### src/rtl/spi_host_ctrl.sv
// spi_host_ctrl: SPI host (master) that turns one Wishbone-style slave access
// into a two-frame SPI sequence:
//   frame 0 = command byte {we, addr[6:0]}
//   frame 1 = write data (write) or 8'h00 while clocking in read data (read)
//
// Optional feature macro: SPI_HOST_ADDR_CHK_EN
//   defined   : wb_addr_i[7]=1 is rejected with a one-cycle wb_err_o pulse and
//               no SPI activity.
//   undefined : wb_err_o is tied 0 and wb_addr_i[7] is ignored.
//
// Handshake: the host raises wb_stb_i with address/data/we stable and holds it
// until wb_ack_o (or wb_err_o) pulses for exactly one cycle. A request is taken
// only in IDLE on a rising clk edge with wb_stb_i=1; the inputs are captured
// there and ignored afterwards.
//
// Ports:
//   clk        system clock, rising edge
//   reset      asynchronous active-low reset
//   wb_addr_i  register address (bits [6:0] are sent)
//   wb_dat_i   write data
//   wb_dat_o   read data, updated with wb_ack_o on reads
//   wb_stb_i   request strobe
//   wb_we_i    1 = write, 0 = read
//   wb_ack_o   one-cycle completion pulse
//   wb_err_o   one-cycle error pulse
//   spi_sck    SPI clock, idles high
//   spi_mosi   host-to-slave data, MSB first
//   spi_miso   slave-to-host data
//   spi_ss     active-low slave select
//   dbg_state  current FSM state encoding, for observation only
module spi_host_ctrl #(
  parameter int CLK_DIV = 4,
  parameter int SS_GAP  = 4
) (
  input  logic       clk,
  input  logic       reset,
  input  logic [7:0] wb_addr_i,
  input  logic [7:0] wb_dat_i,
  output logic [7:0] wb_dat_o,
  input  logic       wb_stb_i,
  input  logic       wb_we_i,
  output logic       wb_ack_o,
  output logic       wb_err_o,
  output logic       spi_sck,
  output logic       spi_mosi,
  input  logic       spi_miso,
  output logic       spi_ss,
  output logic [3:0] dbg_state
);

  typedef enum logic [3:0] {
    IDLE     = 4'd0,
    F0_LEAD  = 4'd1,
    F0_SHIFT = 4'd2,
    F0_TRAIL = 4'd3,
    GAP0     = 4'd4,
    F1_LEAD  = 4'd5,
    F1_SHIFT = 4'd6,
    F1_TRAIL = 4'd7,
    GAP1     = 4'd8,
    ACK      = 4'd9,
    ERR      = 4'd10
  } state_t;

  localparam logic [15:0] DIV_LAST = 16'(CLK_DIV - 1);
  localparam logic [15:0] GAP_LAST = 16'(SS_GAP - 1);

  state_t      state;
  logic [15:0] cnt;    // clk cycles within the current LEAD/half-period/TRAIL/GAP
  logic [3:0]  half;   // SCK half-period index within SHIFT; even = low, odd = high
  logic [7:0]  tx_sh;  // frame byte, current bit always at [7]
  logic [7:0]  rx_sh;
  logic [7:0]  dat_q;
  logic        we_q;
  logic [7:0]  f1_byte;

  assign f1_byte   = we_q ? dat_q : 8'h00;
  assign dbg_state = state;

`ifndef SPI_HOST_ADDR_CHK_EN
  logic unused_addr_msb;
  assign unused_addr_msb = wb_addr_i[7];
`endif

  always_ff @(posedge clk or negedge reset) begin
    if (!reset) begin
      state    <= IDLE;
      cnt      <= '0;
      half     <= '0;
      tx_sh    <= '0;
      rx_sh    <= '0;
      dat_q    <= '0;
      we_q     <= 1'b0;
      wb_dat_o <= 8'h00;
      wb_ack_o <= 1'b0;
      wb_err_o <= 1'b0;
      spi_sck  <= 1'b1;
      spi_mosi <= 1'b0;
      spi_ss   <= 1'b1;
    end else begin
      wb_ack_o <= 1'b0;
      wb_err_o <= 1'b0;
      case (state)
        IDLE: begin
          if (wb_stb_i) begin
`ifdef SPI_HOST_ADDR_CHK_EN
            if (wb_addr_i[7]) begin
              state    <= ERR;
              wb_err_o <= 1'b1;
            end else
`endif
            begin
              state    <= F0_LEAD;
              cnt      <= '0;
              we_q     <= wb_we_i;
              dat_q    <= wb_dat_i;
              tx_sh    <= {wb_we_i, wb_addr_i[6:0]};
              spi_ss   <= 1'b0;
              spi_mosi <= wb_we_i;
            end
          end
        end

        F0_LEAD, F1_LEAD: begin
          if (cnt == DIV_LAST) begin
            // first falling SCK edge; MISO is sampled on the same cycle
            state   <= (state == F0_LEAD) ? F0_SHIFT : F1_SHIFT;
            cnt     <= '0;
            half    <= '0;
            spi_sck <= 1'b0;
            rx_sh   <= {rx_sh[6:0], spi_miso};
          end else begin
            cnt <= cnt + 16'd1;
          end
        end

        F0_SHIFT, F1_SHIFT: begin
          if (cnt == DIV_LAST) begin
            cnt  <= '0;
            half <= half + 4'd1;
            if (half == 4'd15) begin
              // SCK already high after the 8th rising edge
              state <= (state == F0_SHIFT) ? F0_TRAIL : F1_TRAIL;
            end else if (!half[0]) begin
              spi_sck <= 1'b1;
              // the 8th rising edge leaves bit 0 on MOSI through TRAIL
              if (half != 4'd14) begin
                spi_mosi <= tx_sh[6];
                tx_sh    <= {tx_sh[6:0], 1'b0};
              end
            end else begin
              spi_sck <= 1'b0;
              rx_sh   <= {rx_sh[6:0], spi_miso};
            end
          end else begin
            cnt <= cnt + 16'd1;
          end
        end

        F0_TRAIL, F1_TRAIL: begin
          if (cnt == DIV_LAST) begin
            state    <= (state == F0_TRAIL) ? GAP0 : GAP1;
            cnt      <= '0;
            spi_ss   <= 1'b1;
            spi_mosi <= 1'b0;
          end else begin
            cnt <= cnt + 16'd1;
          end
        end

        GAP0: begin
          if (cnt == GAP_LAST) begin
            state    <= F1_LEAD;
            cnt      <= '0;
            tx_sh    <= f1_byte;
            spi_ss   <= 1'b0;
            spi_mosi <= f1_byte[7];
          end else begin
            cnt <= cnt + 16'd1;
          end
        end

        GAP1: begin
          if (cnt == GAP_LAST) begin
            state <= ACK;
            cnt   <= '0;
          end else begin
            cnt <= cnt + 16'd1;
          end
        end

        ACK: begin
          wb_ack_o <= 1'b1;
          // frame 0 rx bits have been fully shifted out by frame 1
          if (!we_q) wb_dat_o <= rx_sh;
          state <= IDLE;
        end

        ERR: begin
          state <= IDLE;
        end

        default: state <= IDLE;
      endcase
    end
  end

endmodule

### config.mk
export PLATFORM = sky130hd
export DESIGN_NAME = spi_host_ctrl
export DESIGN_NICKNAME = d
export VERILOG_FILES = /design/src/rtl/spi_host_ctrl.sv
export SDC_FILE = /design/constraint.sdc
export NUM_CORES = 1
export LEC_CHECK = 0
export CELL_PAD_IN_SITES_DETAIL_PLACEMENT = 1
export CELL_PAD_IN_SITES_GLOBAL_PLACEMENT = 1
export CORE_MARGIN = 4
export CORE_UTILIZATION = 45
export CTS_CLUSTER_SIZE = 30
export DETAILED_ROUTE_END_ITERATION = 10
export DONT_BUFFER_PORTS = 1
export GPL_TIMING_DRIVEN = 0
export PLACE_DENSITY_LB_ADDON = 0.1
export SLEW_MARGIN = 20
export SYNTH_ARGS = -nofsm -noshare
export SYNTH_HDL_FRONTEND = slang
export SYNTH_SLANG_ARGS = --single-unit
### constraint.sdc
create_clock -name clk -period 1.85 [get_ports clk]
set_input_delay 0.2775 -clock clk [delete_from_list [all_inputs] [get_ports clk]]
set_output_delay 0.2775 -clock clk [all_outputs]
set_load 0.005 [all_outputs]
# [Yosys cells after proc, flatten, opt, wreduce, memory -nomap -nowiden]
# Cells that the tools add are included.
[op_classes] add_sub_neg=2 eq_ne=23 mux=46 n_bitwise=1 n_reduce_logical=20
[op_table] cell="7-bit 2-to-1 mux" n=6
[op_table] cell="4-bit 2-to-1 mux" n=10
[op_table] cell="8-bit 2-to-1 mux" n=5
[op_table] cell="16-bit 2-to-1 mux" n=2
[op_table] cell="16-bit case mux with 2 select lines" n=1
[op_table] cell="4-bit case mux with 6 select lines" n=1
[op_table] cell="2-bit != test, second input constant" n=11
[op_table] cell="7-bit case mux with 3 select lines" n=1
[op_table] cell="16-bit by 1-bit adder with 16-bit output, second input constant" n=1
[op_table] cell="16-bit by 2-bit == test with 1-bit output, second input constant" n=1
[op_table] cell="4-bit by 3-bit == test with 1-bit output, second input constant" n=4
[op_table] cell="8-bit case mux with 2 select lines" n=1
[op_table] cell="7-bit AND reduction" n=2
[op_table] cell="1-bit 2-to-1 mux" n=13
[op_table] cell="4-bit == test, second input constant" n=3
[op_table] cell="4-bit by 2-bit == test with 1-bit output, second input constant" n=2
[op_table] cell="4-bit case mux with 2 select lines" n=1
[op_table] cell="4-bit AND reduction" n=2
[op_table] cell="8-bit AND reduction" n=1
[op_table] cell="8-bit OR reduction" n=1
[op_table] cell="3-bit 2-to-1 mux" n=2
[op_table] cell="2-bit AND reduction" n=3
[op_table] cell="3-bit nonzero test" n=2
[op_table] cell="2-bit OR reduction" n=3
[op_table] cell="other kinds (12)" n=13
[word_totals] reg_bits=60 in_bits=21 out_inout_bits=17 elab_cells=104

# [Depth between registers and ports, before layout]
[logic_depth] depth_word=6 mapped_depth=7 depth_no_buf=6

# [Worst setup path before layout]
# No wires, ideal clock.
[synth_path] path_kind="flip-flop to flip-flop" startpoint="reg cnt[0]" endpoint="reg rx_sh[0]" setup_time_ps=125 t_arrival_ps=1806 required_time_ps=1725 path_slack_ps=-81 path_stages_with_launch=6 n_path_buf=0 synth_period_minus_slack_ps=1931 path_cell_list="dfrtp_1 ha_1 nor4b_2 nand4_1 nor3_4 mux2_4"
[synth_via] elab_chain_len=3 word_cells_on_any_way=4 classes_between="3 x eq/ne; 1 x reduce/logical"
[synth_rtl] element="start: declaration" line="69" text="logic [15:0] cnt;"
[synth_rtl] element="start signal: assignment" line="133" text="cnt <= cnt + 16'd1;"
[synth_rtl] element="start signal: assignment" line="156" text="cnt <= cnt + 16'd1;"
[synth_rtl] element="start signal: assignment" line="167" text="cnt <= cnt + 16'd1;"
[synth_rtl] element="16-bit by 2-bit == test with 1-bit output *" line="125, 138"
[synth_rtl] element="2-bit != test (no source line)"
[synth_rtl] element="5-bit AND reduction (no source line) *"
[synth_rtl] element="end signal: assignment" line="131" text="rx_sh <= {rx_sh[6:0], spi_miso};"
[synth_rtl] element="end signal: assignment" line="153" text="rx_sh <= {rx_sh[6:0], spi_miso};"
[synth_rtl] element="end: declaration" line="72" text="logic [7:0] rx_sh;"
# Mark *: on every way between the ends. The rest lies on a longest branch, timed or not.
# A chain may end at the register's enable or synchronous reset.

# [Final worst setup path]
[layout_path] startpoint="reg cnt[13]" endpoint="reg tx_sh[4]"
[layout_via] elab_chain_len=3 word_cells_on_any_way=4 classes_between="3 x eq/ne; 1 x reduce/logical"
[layout_rtl] element="16-bit by 2-bit == test with 1-bit output *" line="138, 172"
[layout_rtl] element="2-bit != test (no source line)"
[layout_rtl] element="7-bit AND reduction (no source line) *"
[layout_rtl] element="end signal: assignment" line="117" text="tx_sh <= {wb_we_i, wb_addr_i[6:0]};"
[layout_rtl] element="end signal: assignment" line="149" text="tx_sh <= {tx_sh[6:0], 1'b0};"
[layout_rtl] element="end signal: assignment" line="175" text="tx_sh <= f1_byte;"
[layout_rtl] element="end: declaration" line="71" text="logic [7:0] tx_sh;"
# Marked as above.

==> out/metrics.yaml <==
route:
  wl_per_cell_um: 21.6
  drt_iter0_drc: 123
  routed_wl_um: 9460
  drc_errors: 0
  viasPerCell: 6.15
  firstDrtPassIters: 6
  drtAntennaViolNets: 0
  vias: 2689
placed_design:
  io_buffers: 0
  dp_worst_setup_slack_ps: -465
  gp_congestion: 0.858
  dpl.cell_count: 396
  placed_area_um2: 3400
  dp_hpwl_um: 5670
floorplanning:
  io_pins: 38
  dieArea_um2: 8680
  start_util: 0.473
  die_x_um: 93.2
  num_rows: 30
  core_area_um2: 6910
  die_h_um: 93.2
global_route:
  grt_max_degree: 61
  antenna_found_initial: 0
  grt_usage: 0.212
  grt_first_pass_wirelength_um: 14400
  grt_pass1_vias: 2797
  overflow: 0
finish:
  register_area_um2: 1520
  n_fill_cell: 741
  multi_input_comb_area_um2: 1780
  syn_to_final_growth_pct: 27.1
  nets: 360
  layout-drive-gt1-share: 0.419
  fin_cells: 437
  final_area_um2: 4150
  num_antenna_cells: 0
critical_path:
  crit-reg2reg-launch: "cnt[13]$_DFFE_PN0P_"
  cp_max_fo: 7
  r2r_slack_ps: -110
  cp-startpoint: "cnt[13]$_DFFE_PN0P_"
  timing.rr.end: "tx_sh[4]$_DFFE_PN0P_"
  worstSetupPathType: "flip-flop to flip-flop"
  cp.required_ps: 2050
  crit_path_start_kind: "flip-flop"
  cp.arrival_ps: 2160
  reg2reg_depth: 5
  end_kind: "flip-flop"
yosys:
  synthArstFlopShare: 1.00
  ys_seq_area_frac: 0.461
  yosysWarnings: 0
  ys_ff_latch: 60
  synthCells: 300
  synth_area_per_cell_um2: 10.9
  synth-edff-count: 0
  ys_types: 64
  ys.flop_type: "dfrtp_1"
  syn_nets: 324
  syn_area_um2: 3260
min_path:
  min_path_type: "input pin to flip-flop"
  worstHoldPathCells: 1
  min_to: "dat_q[2]$_DFFE_PN0P_"
  worstHoldStart: "wb_dat_i[2]"
sta:
  setup_viol: 24
  holdWs_ps: 82.5
  fmax_mhz: 511
  setup_tns_ps: -930
  timing.final.crit_share: 1.06
  hold_viol_final: 0
  min_period_ps: 1960
  worst_slack_ps: -107
  maxSlewViolCount: 0
  clock_skew_ps: 14.3
  rsz0062_at_grt: "yes"
pwr:
  p_leak_nw: 1.79
  ir_drop_mv: 0.391
  power.density_nw_per_um2: 678
clock_tree:
  cts_made_buffers: 9
  insertion_delay_ps: 340
  cts_tree: "done"
  clk_pin_slew_worst_paths_ps: 80
  root_buffer: "clkbuf_8"
  clk_path_buf_depth: 2
  cts.sinks: 60
  htreeDepth: 3
status:
  violations: "negative setup slack"
  status: "finished with violations"
job:
  drv_cap: 0
-- where the power goes --
| part | internal [mW] | total [mW] | leakage, nW | switching, mW |
|---|---|---|---|---|
| clock network | 0.898 | 1.45 | 0.117 | 0.549 |
| registers | 1.32 | 1.32 | 0.784 | 0.00443 |
| logic | 0.0164 | 0.0448 | 0.888 | 0.0284 |
-- layer usage --
layer,track usage,vias to the layer above,routed length (um)
li1,-,1218,-
met1,0.267,1384,3980
met2,0.356,75,4910
met3,0.0483,12,441
met4,0.0781,0,128
met5,0,-,0
-- Yosys cell counts, types with 2 or more instances --
cell	count	share of area
a222oi_1	6	0.018
and4_1	4	0.011
inv_1	15	0.017
a32oi_1	2	0.0054
o211ai_1	6	0.014
mux2i_1	9	0.028
nor2_1	9	0.010
or2_2	3	0.0057
dfstp_2	2	0.016
nand4b_1	2	0.0054
nand3_1	12	0.018
a41oi_1	3	0.0081
nor2b_1	2	0.0038
a32o_1	2	0.0061
o41ai_1	2	0.0054
nand2b_1	6	0.011
o31a_1	2	0.0054
nand3b_1	2	0.0046
mux2_4	8	0.037
dfrtp_1	58	0.44
o31ai_1	3	0.0069
clkbuf_1	9	0.010
a31oi_1	16	0.031
buf_6	6	0.021
nor3_1	3	0.0046
a221oi_1	2	0.0054
a211oi_1	2	0.0046
nand4_1	9	0.017
buf_2	7	0.011
nand2_1	14	0.016
nor4_1	5	0.0096
a21oi_1	3	0.0046
o22ai_1	3	0.0057
or3_1	5	0.0096
ha_1	3	0.011
a22oi_1	2	0.0046
a221o_1	2	0.0061
nor4b_2	2	0.0092
and3_1	3	0.0057
o21ai_0	6	0.0092
mux2_2	17	0.059
-- layout make-up --
class | instances | area share
repair buffers | 29 | 0.0624
multi-input cells | 201 | 0.430
flip-flops and latches | 60 | 0.366
inverters | 15 | 0.0136
clock buffers | 10 | 0.0308
well taps | 96 | 0.0289
clock inverters | 6 | 0.0268
plain buffers | 20 | 0.0422
-- layout by cell type (no fill, tap or decap), types with 11 or more instances in the layout --
cell type / synthesis / routed
nand3_1: 12 / 11
dfrtp_2: 0 / 11
dfrtp_1: 58 / 47
a31oi_1: 16 / 12
nand2_1: 14 / 12
mux2_2: 17 / 17
buf_4: 1 / 25
inv_1: 15 / 15
-- state kept, by name, indices dropped and copies added (netlist names) --
register	count
cnt	16
dat_q	8
rx_sh	8
wb_dat_o	8
tx_sh	7
dbg_state	4
half	4
spi_mosi	1
spi_sck	1
spi_ss	1
wb_ack_o	1
we_q	1
-- how the worst max path moves through the flow --
stage	depth (start not counted)	to	slack [ps]
4_1_cts	7	cnt[7]$_DFFE_PN0P_	-20
3_5_place_dp	7	cnt[13]$_DFFE_PN0P_	-470
2_1_floorplan	7	cnt[10]$_DFFE_PN0P_	7
3_3_place_gp	7	cnt[13]$_DFFE_PN0P_	-430
5_1_grt	5	tx_sh[4]$_DFFE_PN0P_	-150
6_report	5	tx_sh[4]$_DFFE_PN0P_	-110
-- critical path, cell delays in order (launching register included) --
cell and delay [ps]:
dfrtp_2 480, nor4_4 300, nand4_1 270, buf_6 220
a211o_4 380, mux2i_1 150
-- cells by family (layout without fill, tap and decap cells) --
| logic type | after synthesis | in the layout | synth area share |
|---|---|---|---|
| AND/OR/NAND/NOR | 91 | 91 | 0.173 |
| AO/OA/AOI/OAI | 70 | 70 | 0.162 |
| flip-flops | 60 | 60 | 0.461 |
| buffers and inverters | 39 | 80 | 0.0629 |
| multiplexers | 34 | 34 | 0.123 |
| adder cells (fa/ha/maj) | 4 | 4 | 0.0146 |
| other | 1 | 1 | 0.00115 |
| XOR/XNOR | 1 | 1 | 0.00268 |
-- repair_timing --
item	4_1_cts	5_1_grt
pin swaps	11	17
setup endpoints to repair	58	46
resized for setup	30	55
buffers inserted	11	18
gates cloned	1	1
hold buffers	2	0
hold endpoints to repair	60	0
-- metrics by stage --
stage	utilization	total power [mW]
floorplan	-	1.36
global placement	0.492	1.36
detailed placement	0.492	1.36
CTS	0.559	2.84
global route	0.601	2.91
finish	0.601	2.81
(Power assumes the default switching activity.)
